--- src/rtl/tf_block_sequencer.sv ---
// tf_block_sequencer
// Feeds a 128-bit key and a 128-bit plaintext, collected as eight 32-bit words,
// to an encryption core. It pulses the core's reset/start for one cycle and waits
// CORE_LAT cycles. It then latches the ciphertext and drains it as four 32-bit
// words over a valid/ready stream, with out_last on the fourth word.
//
// Optional build macro TF_SEQ_KEY_REUSE_EN adds the in_key_keep input. When that
// input is high on the first word of a block, the block is only four plaintext
// words and the previous key is reused. Without the macro every block carries a
// fresh key.
module tf_block_sequencer #(
    parameter int CORE_LAT = 25
) (
    input  logic         clk,
    input  logic         reset,
`ifdef TF_SEQ_KEY_REUSE_EN
    input  logic         in_key_keep,
`endif
    input  logic         in_valid,
    output logic         in_ready,
    input  logic [31:0]  in_data,
    output logic [127:0] core_key,
    output logic [127:0] core_pt,
    output logic         core_reset,
    input  logic [127:0] core_ct,
    output logic         out_valid,
    input  logic         out_ready,
    output logic [31:0]  out_data,
    output logic         out_last,
    output logic         busy
);

    // The wait counter runs 0 .. CORE_LAT-1.
    localparam int                WAIT_W    = (CORE_LAT > 1) ? $clog2(CORE_LAT) : 1;
    localparam logic [WAIT_W-1:0] WAIT_LAST = WAIT_W'(CORE_LAT - 1);

    typedef enum logic [1:0] {
        ST_LOAD,
        ST_START,
        ST_WAIT,
        ST_DRAIN
    } state_t;

    state_t              state;
    logic [2:0]          wcnt;
    logic [WAIT_W-1:0]   wait_cnt;
    logic [127:0]        ct_q;

    logic                in_xfer;
    logic [2:0]          load_idx;
    logic [6:0]          lane_lsb;

    // Word 0 of a 128-bit value is its most significant 32 bits.
    function automatic logic [31:0] ct_word(input logic [127:0] ct, input logic [1:0] idx);
        return ct[{~idx, 5'b00000} +: 32];
    endfunction

    // in_ready is gated by reset so that it is low while reset is held and rises
    // on the first cycle after reset falls.
    assign in_ready = (state == ST_LOAD) && !reset;
    assign in_xfer  = in_valid && in_ready;

    // Slot written by the current load word. With key reuse, the first word of
    // the block skips straight to plaintext slot 4.
    always_comb begin
        load_idx = wcnt;
`ifdef TF_SEQ_KEY_REUSE_EN
        if (wcnt == 3'd0 && in_key_keep) begin
            load_idx = 3'd4;
        end
`endif
        lane_lsb = {~load_idx[1:0], 5'b00000};
    end

    // Block sequencing FSM. It owns the key/plaintext/ciphertext registers and
    // all registered outputs.
    always_ff @(posedge clk) begin
        if (reset) begin
            state      <= ST_LOAD;
            wcnt       <= 3'd0;
            wait_cnt   <= '0;
            core_key   <= '0;
            core_pt    <= '0;
            ct_q       <= '0;
            core_reset <= 1'b1;
            out_valid  <= 1'b0;
            out_last   <= 1'b0;
            out_data   <= '0;
            busy       <= 1'b0;
        end else begin
            case (state)
                ST_LOAD: begin
                    core_reset <= 1'b0;
                    if (in_xfer) begin
                        if (load_idx[2]) begin
                            core_pt[lane_lsb +: 32] <= in_data;
                        end else begin
                            core_key[lane_lsb +: 32] <= in_data;
                        end
                        if (load_idx == 3'd7) begin
                            state      <= ST_START;
                            wcnt       <= 3'd0;
                            busy       <= 1'b1;
                            core_reset <= 1'b1;
                        end else begin
                            wcnt <= load_idx + 3'd1;
                        end
                    end
                end

                // Core reset was high for exactly this one cycle.
                ST_START: begin
                    core_reset <= 1'b0;
                    wait_cnt   <= '0;
                    state      <= ST_WAIT;
                end

                ST_WAIT: begin
                    wait_cnt <= wait_cnt + 1'b1;
                    if (wait_cnt == WAIT_LAST) begin
                        ct_q      <= core_ct;
                        out_valid <= 1'b1;
                        out_data  <= ct_word(core_ct, 2'd0);
                        out_last  <= 1'b0;
                        state     <= ST_DRAIN;
                    end
                end

                ST_DRAIN: begin
                    if (out_ready) begin
                        if (wcnt == 3'd3) begin
                            state     <= ST_LOAD;
                            wcnt      <= 3'd0;
                            out_valid <= 1'b0;
                            out_last  <= 1'b0;
                            out_data  <= '0;
                            busy      <= 1'b0;
                        end else begin
                            wcnt     <= wcnt + 3'd1;
                            out_data <= ct_word(ct_q, wcnt[1:0] + 2'd1);
                            out_last <= (wcnt == 3'd2);
                        end
                    end
                end

                default: begin
                    state <= ST_LOAD;
                end
            endcase
        end
    end

endmodule

--- config.mk ---
export PLATFORM = sky130hd
export DESIGN_NAME = tf_block_sequencer
export DESIGN_NICKNAME = d
export VERILOG_FILES = /design/src/rtl/tf_block_sequencer.sv
export SDC_FILE = /design/constraint.sdc
export NUM_CORES = 1
export LEC_CHECK = 0
export CAP_MARGIN = 20
export CORE_ASPECT_RATIO = 0.8
export CORE_MARGIN = 8
export CORE_UTILIZATION = 44
export DETAILED_ROUTE_END_ITERATION = 12
export PLACE_DENSITY_LB_ADDON = 0.3
export SLEW_MARGIN = 25
export SYNTH_ARGS = -nofsm -noshare
export SYNTH_HDL_FRONTEND = slang
export SYNTH_SLANG_ARGS = --single-unit
--- constraint.sdc ---
create_clock -name clk -period 2.3 [get_ports clk]
set_clock_uncertainty 0.2 [all_clocks]
set_input_delay 0.23 -clock clk [delete_from_list [all_inputs] [get_ports clk]]
set_output_delay 0.23 -clock clk [all_outputs]
set_load 0.02 [all_outputs]
==> impl_metrics.toml, run 1 <==
[outcome]
status = "complete, no violations"

[floorplan]
start_util_pct = 44.52
boundaryPins = 457
coreArea_mm2 = 0.03820
die_y_um = 191.8
rows = 64
dieArea_mm2 = 0.04523
die_x_um = 235.8

[worst_hold_path]
holdPathEnd = "ct_q[16]"
whs_path_depth = 3
worstHoldPathType = "primary input to register"
min_from = "core_ct[16]"

[logic_synthesis]
synthArstFlopShare_pct = 0
synth.cell_area_mm2 = 0.01701
yosysMostFrequentCell = "nand2_1"
synth_top_area_share_pct = 50.62
synth-edff-count = 0
yosysTopAreaCell = "dfxtp_1"
synth_top_cells_by_count = "nand2_1, dfxtp_1, a21oi_1, nand3_1, buf_2"
synthTopCellsByArea = "dfxtp_1, a21oi_1, nand2_1, nand3_1, mux4_2"
synth_cell_types = 39
ys_seq_area_share_pct = 50.62
ys.flop_type = "dfxtp_1"
yosys_warnings = 0
synth_nets = 2167
synth_cells = 1988
synth.ff_latch_count = 430
avgSynthCellArea_um2 = 8.554

[pwr]
intPower_w = 0.01294
p_total_w = 0.01779
p_switching_w = 0.004850
swShare_pct = 27.27
pwr-share-clk_pct = 40.3
vdd_drop_max_mv = 0.4927
power_density_mw_per_mm2 = 758.3
pwr-share-comb_pct = 16.5
pwr-share-seq_pct = 43.3
p_leak_nw = 7.624

[placed_design]
dpl.hpwl_um = 40800
io_buffers = 456
globalplace.congestion = 0.8587
placed_cells = 2785

[routing]
wl_per_cell_um = 20.59
routed_wl_um = 59000
viasPerCell = 5.484
dr.pass1.iters = 8
final_antenna_net_count = 0
drc_errors = 0
dr.first_iter.drc_count = 1541
vias = 15720

[setup_path]
slowest_delay_ns = 0.34
endpoint_kind = "output pin"
cp_max_fo = 4
r2r-start = "state[0]"
crit_required_ns = 1.87
cp_slowest_cell = "dfxtp_1"
crit_type = "register to output pin"
arrival_ns = 1.74
reg2reg_slack_ns = 0.14
reg2reg_to = "core_pt[39]"
worstRegToRegCells = 7
crit_chain = "inv_1, ha_2, nor2b_2, clkdlybuf4s15_2"
worstSetupStartpointType = "register"

[global_routing]
antenna_found_initial = 2
grt.total_usage_pct = 24.88
grt_max_degree = 190
grt_pass1_vias = 15480
grt-ovfl-total = 0
grt_pass1_wl_um = 90360

[sta]
hold_violations = 0
fmax_mhz = 461.5
setup_viol = 0
fin_crit_ns = 2.167
period_share_pct = 94.21
slew_violations = 0
slew-limit-headroom_pct = 42.61
max_slew.worst_pin.slew_ns = 0.8609
grt_setup_unrepaired = "false"

[clock_tree]
tritoncts = "yes"
clk_pin_slew_ns = 0.06
cts_buffer_depth = 3
numCtsBuffers = 44
numClockSinks = 430
clock_latency_ns = 0.55
root_buffer = "clkbuf_16"
htreeDepth = 2

[final_layout]
drive_gt1_share_pct = 10.09
final_util_pct = 61.41
final_net_count = 2520
syn2layout_area_growth_pct = 37.93
fillers = 3261
stdcell_count = 2866

[job]
drv_cap = 0
[worst max-delay path: cells and delay by family, from the launching register on]
family                     cells  cell delay [ns]
buffers and inverters          2             0.40
DFF                            1             0.34
adders and majority gates      1             0.25
and+or+nand+nor                1             0.19
[power by group through the flow]
stage | Sequential (W) | Combinational (W) | Clock [W]
2_1_floorplan | 0.00800 | 0.00147 | 0
3_3_place_gp | 0.00786 | 0.00285 | 0
3_5_place_dp | 0.00786 | 0.00290 | 0
4_1_cts | 0.00770 | 0.00291 | 0.00729
5_1_grt | 0.00771 | 0.00311 | 0.00759
6_report | 0.00770 | 0.00293 | 0.00716
[flip-flops by register name, summed over array words and instances (netlist names), 2 cells and up]
name      cells
core_key    128
state         2
ct_q        128
load_idx      3
wait_cnt      5
core_pt     128
out_data     32
[stage by stage]
step,setup TNS [ns],worst slack [ns],hold WS (ns),cell area [µm²]
after global routing,0,0.009881,0.01859,23460
final,0,0.1332,0.02283,23460
after global placement,0,0.1489,0.2383,21960
after CTS,0,0.003840,0.00006195,23410
after detailed placement,0,0.1126,0.2457,21960
after floorplan,-0.9185,-0.03300,0.1660,17010
[cells in the final DEF (no fill, tap or decap), types with 34 or more instances in the layout]
cell | netlist | layout
a211oi_1 | 36 | 35
a21oi_1 | 358 | 358
a22oi_1 | 35 | 35
clkbuf_16 | 0 | 45
clkdlybuf4s50_1 | 0 | 454
dfxtp_1 | 430 | 429
nand2_1 | 458 | 457
nand3_1 | 194 | 194
nor2_1 | 79 | 78
nor2b_1 | 36 | 34
[timing repair]
action                                  CTS  global route
hold buffers                              2             0
gates resized for setup                   3             8
pin swaps                                 0             2
endpoints found under the setup margin    1           108
buffers inserted                          0             3
hold endpoints to repair                  2             0
[layer usage]
layer,vias up,part of all wire [%],global-route usage [%]
met5,-,0,0
met4,0,3.8,9.957
met3,135,7.1,5.506
met2,620,47,40.68
met1,7530,42,31.93
li1,7431,-,-
[how the worst max path moves through the flow]
| stage | startpoint | slack (ns) | endpoint | cells after the start |
|---|---|---|---|---|
| 3_3_place_gp | state[0] | 0.15 | core_pt[47] | 7 |
| 4_1_cts | state[0] | 0.004 | core_pt[39] | 7 |
| 3_5_place_dp | wait_cnt[0] | 0.11 | out_last | 7 |
| 2_1_floorplan | load_idx[0] | -0.03 | out_data[10] | 8 |
| 5_1_grt | state[0] | 0.01 | core_pt[8] | 7 |
| 6_report | state[0] | 0.13 | in_ready | 4 |
[area by class of cell]
type	instances	area [µm²]	area share, %
timing repair buffer	515	5373	22.91
antenna	2	5.005	0.02134
clock inverter	16	202.7	0.8642
multi-input combinational	1340	7383	31.48
tap	495	619.3	2.641
sequential	430	8610	36.71
clock buffer	58	1225	5.222
inverter	10	37.54	0.1600
[kinds of logic after synthesis]
family	synth area share (%)
adders and majority gates	1.104
AOI/OAI and AO/OA	16.28
DFF	50.62
buffers and inverters	6.306
muxes	4.356
xor gates and xnor gates	0.1545
and+or+nand+nor	21.18
No activity file was read; power rests on OpenSTA's default activity.
==> run 2, diff against run 1 <==
--- a/config.mk
+++ b/config.mk
@@ -5,6 +5,7 @@
 export SDC_FILE = /design/constraint.sdc
 export NUM_CORES = 1
 export LEC_CHECK = 0
+export ABC_AREA = 1
 export CAP_MARGIN = 20
 export CORE_ASPECT_RATIO = 0.8
 export CORE_MARGIN = 8
@@ -15,3 +16,4 @@
 export SYNTH_ARGS = -nofsm -noshare
 export SYNTH_HDL_FRONTEND = slang
 export SYNTH_SLANG_ARGS = --single-unit
+export TNS_END_PERCENT = 10
==> run 2 against run 1 <==
Against the previous run:
- power decreased by 8.1%
- clock power increased by 2%
- combinational power decreased by 48%
- sequential power decreased by 2%
- die area increased by 5.4%
- flip-flop and latch count unchanged
- largest cell class unchanged
==> impl_metrics.toml, run 2 <==
[floorplan]
coreArea_mm2 = 0.04046
boundaryPins = 457
rows = 66
die_x_um = 242.1
die_y_um = 196.9
start_util_pct = 44.47
dieArea_mm2 = 0.04766

[pwr]
p_total_w = 0.01634
swShare_pct = 24.71
p_leak_nw = 9.033
intPower_w = 0.01230
power_density_mw_per_mm2 = 665.8
pwr-share-comb_pct = 9.3
pwr-share-clk_pct = 44.6
pwr-share-seq_pct = 46.1
p_switching_w = 0.004039
vdd_drop_max_mv = 0.5581

[setup_path]
r2r-start = "load_idx[0]"
crit_family = "buffers and inverters"
worstSetupStartpointType = "register"
arrival_ns = 2.43
crit_top_cell = "nand3_1"
crit_chain = "inv_2, ha_1, buf_6, nand3_1, buf_12, nor2_1, nand3_1, a21oi_1"
worstRegToRegCells = 8
reg2reg_slack_ns = 0.15
critical_path_buf_inv_count = 3
cp_slowest_cell = "dfxtp_4"
slowest_delay_ns = 0.41
cp_max_fo = 32
endpoint_kind = "register"
reg2reg_to = "core_key[67]"
crit_required_ns = 2.58
crit_type = "register to register"

[final_layout]
stdcell_count = 3512
final_util_pct = 60.66
drive_gt1_share_pct = 5.402
syn2layout_area_growth_pct = 36.41
layout.cells.most_common = "nand2_1"
largestRegisters = "core_key: 128 flops, core_pt: 128 flops, ct_q: 128 flops"
final_cell_area_mm2 = 0.02455
final_cell_mix = "nand2_1, clkdlybuf4s50_1, dfxtp_1"
final_net_count = 3110

[global_routing]
grt_pass1_wl_um = 107800
grt_max_degree = 133
grtUsageMet3_pct = 7.589
grt-ovfl-total = 0
busiest_layer = "met2"
grt.total_usage_pct = 28.46
gr-usage-met2_pct = 42.93
antenna_found_initial = 8
grt_util_met1_pct = 37.82
grt_pass1_vias = 17830

[sta]
slew-limit-headroom_pct = 36.15
max_slew.worst_pin.slew_ns = 0.9577
fmax_mhz = 464.2
fin_crit_ns = 2.154
hold_violations = 0
period_share_pct = 93.67
tns_ns = 0
slew_violations = 0
grt_setup_unrepaired = "false"
setup_viol = 0

[logic_synthesis]
synth_cells = 2556
avgSynthCellArea_um2 = 7.040
yosysTopAreaCell = "dfxtp_1"
synth.ff_latch_count = 430
synth.cell_area_mm2 = 0.01799
synth_nets = 2735
ys.flop_type = "dfxtp_1"
ys_seq_area_share_pct = 47.84
synthArstFlopShare_pct = 0
synth_cell_types = 25
synth_top_area_share_pct = 47.84
yosysMostFrequentCell = "nand2_1"
synth_top_cells_by_count = "nand2_1, dfxtp_1, nor2_1, a21oi_1, nand3_1"
synthTopCellsByArea = "dfxtp_1, nand2_1, a21oi_1, nor2_1, nand3_1"
synth-edff-count = 0
yosys_warnings = 0

[clock_tree]
numCtsBuffers = 44
root_buffer = "clkbuf_16"
clock_latency_ns = 0.55
tritoncts = "yes"
post-cts-setup-buffers = 0
numClockSinks = 430
htreeDepth = 2
cts_buffer_depth = 3
clk_pin_slew_ns = 0.06

[worst_hold_path]
whs_path_depth = 3
min_from = "core_ct[14]"
worstHoldPathType = "primary input to register"
holdPathEnd = "ct_q[14]"

[routing]
viasPerCell = 5.392
dr.first_iter.drc_count = 1883
routed_wl_um = 72270
final_antenna_net_count = 0
dr.pass1.iters = 6
vias = 18940
drc_errors = 0
wl_per_cell_um = 20.58

[placed_design]
placed_area_mm2 = 0.02306
dpl.hpwl_um = 50790
globalplace.congestion = 0.9653
placed_cells = 3428
io_buffers = 456

[outcome]
status = "complete, no violations"

[job]
drv_cap = 0
==> run 2: cell types whose count changed in the layout (fill, tap and decap cells not counted), sizes merged, moves of 36 or more <==
cell / change
a211oi: -37
a22oi: -65
inv: +173
nand2: +105
nor2: +270
nor2b: -36
nor3: +48
o21ai: +180
==> run 2: how the worst max path moves through the flow <==
stage	startpoint	end	slack, ns	depth (start not counted)
finish	load_idx[0]	core_key[67]	0.15	8
global route	load_idx[1]	core_pt[60]	0.01	8
CTS	state[0]	in_ready	0.01	5
detailed placement	load_idx[0]	core_key[63]	0.06	8
global placement	load_idx[0]	core_key[63]	0.11	8
floorplan	load_idx[0]	core_pt[31]	0.24	10
==> run 2: cells by family (layout without fill, tap and decap cells) <==
group           after synthesis  count (layout)  share of synthesized area [%]
xor+xnor                      1               1                        0.04868
simple gates               1196            1196                          27.07
flops                       430             430                          47.84
buf+inv                     380             786                          9.129
fa+ha+maj                    15              15                          1.043
other cells                   0               6                              0
compound gates              534             534                          14.87
==> run 2: final cells by class <==
| cell class | instances | area [µm²] |
|---|---|---|
| clock inverters | 14 | 156.4 |
| fillers | 3710 | 15920 |
| well taps | 544 | 680.7 |
| diodes | 6 | 15.01 |
| flip-flops and latches | 430 | 8612 |
| clock buffers | 63 | 1294 |
| repair buffers | 525 | 5330 |
| inverters | 184 | 693.2 |
| multi-input cells | 1746 | 7765 |
==> run 2: timing repair <==
item,4_1_cts,5_1_grt
hold buffers,1,0
resized for setup,2,6
hold endpoints to repair,3,0
gates cloned,0,0
endpoints found under the setup margin,1,23
pin swaps,0,0
==> run 2: power by group through the flow <==
stage	registers, W	logic (W)	clock network, W
6_report	0.00753	0.00152	0.00730
5_1_grt	0.00753	0.00161	0.00766
4_1_cts	0.00753	0.00148	0.00740
3_5_place_dp	0.00769	0.00147	0
3_3_place_gp	0.00769	0.00146	0
2_1_floorplan	0.00774	0.000679	0
==> run 2: worst register-to-register path, cell delays in order, from the launching register on <==
cell and delay (ns):
dfxtp_4 0.41, inv_2 0.06, ha_1 0.35, buf_6 0.26, nand3_1 0.17, buf_12 0.20
nor2_1 0.17, nand3_1 0.11, a21oi_1 0.17
==> run 2: metrics by stage <==
stage / worst slack (ns) / hold slack, ns
2_1_floorplan: 0.2359 / 0.1944
3_3_place_gp: 0.1146 / 0.2332
3_5_place_dp: 0.05691 / 0.2368
4_1_cts: 0.01266 / 0.04117
5_1_grt: 0.01193 / 0.06202
6_report: 0.1457 / 0.07023
==> run 2: layer usage <==
layer	up-vias	routed length, µm
li1	8944	-
met1	8764	29760
met2	1045	31500
met3	181	7791
met4	2	3211
met5	-	13
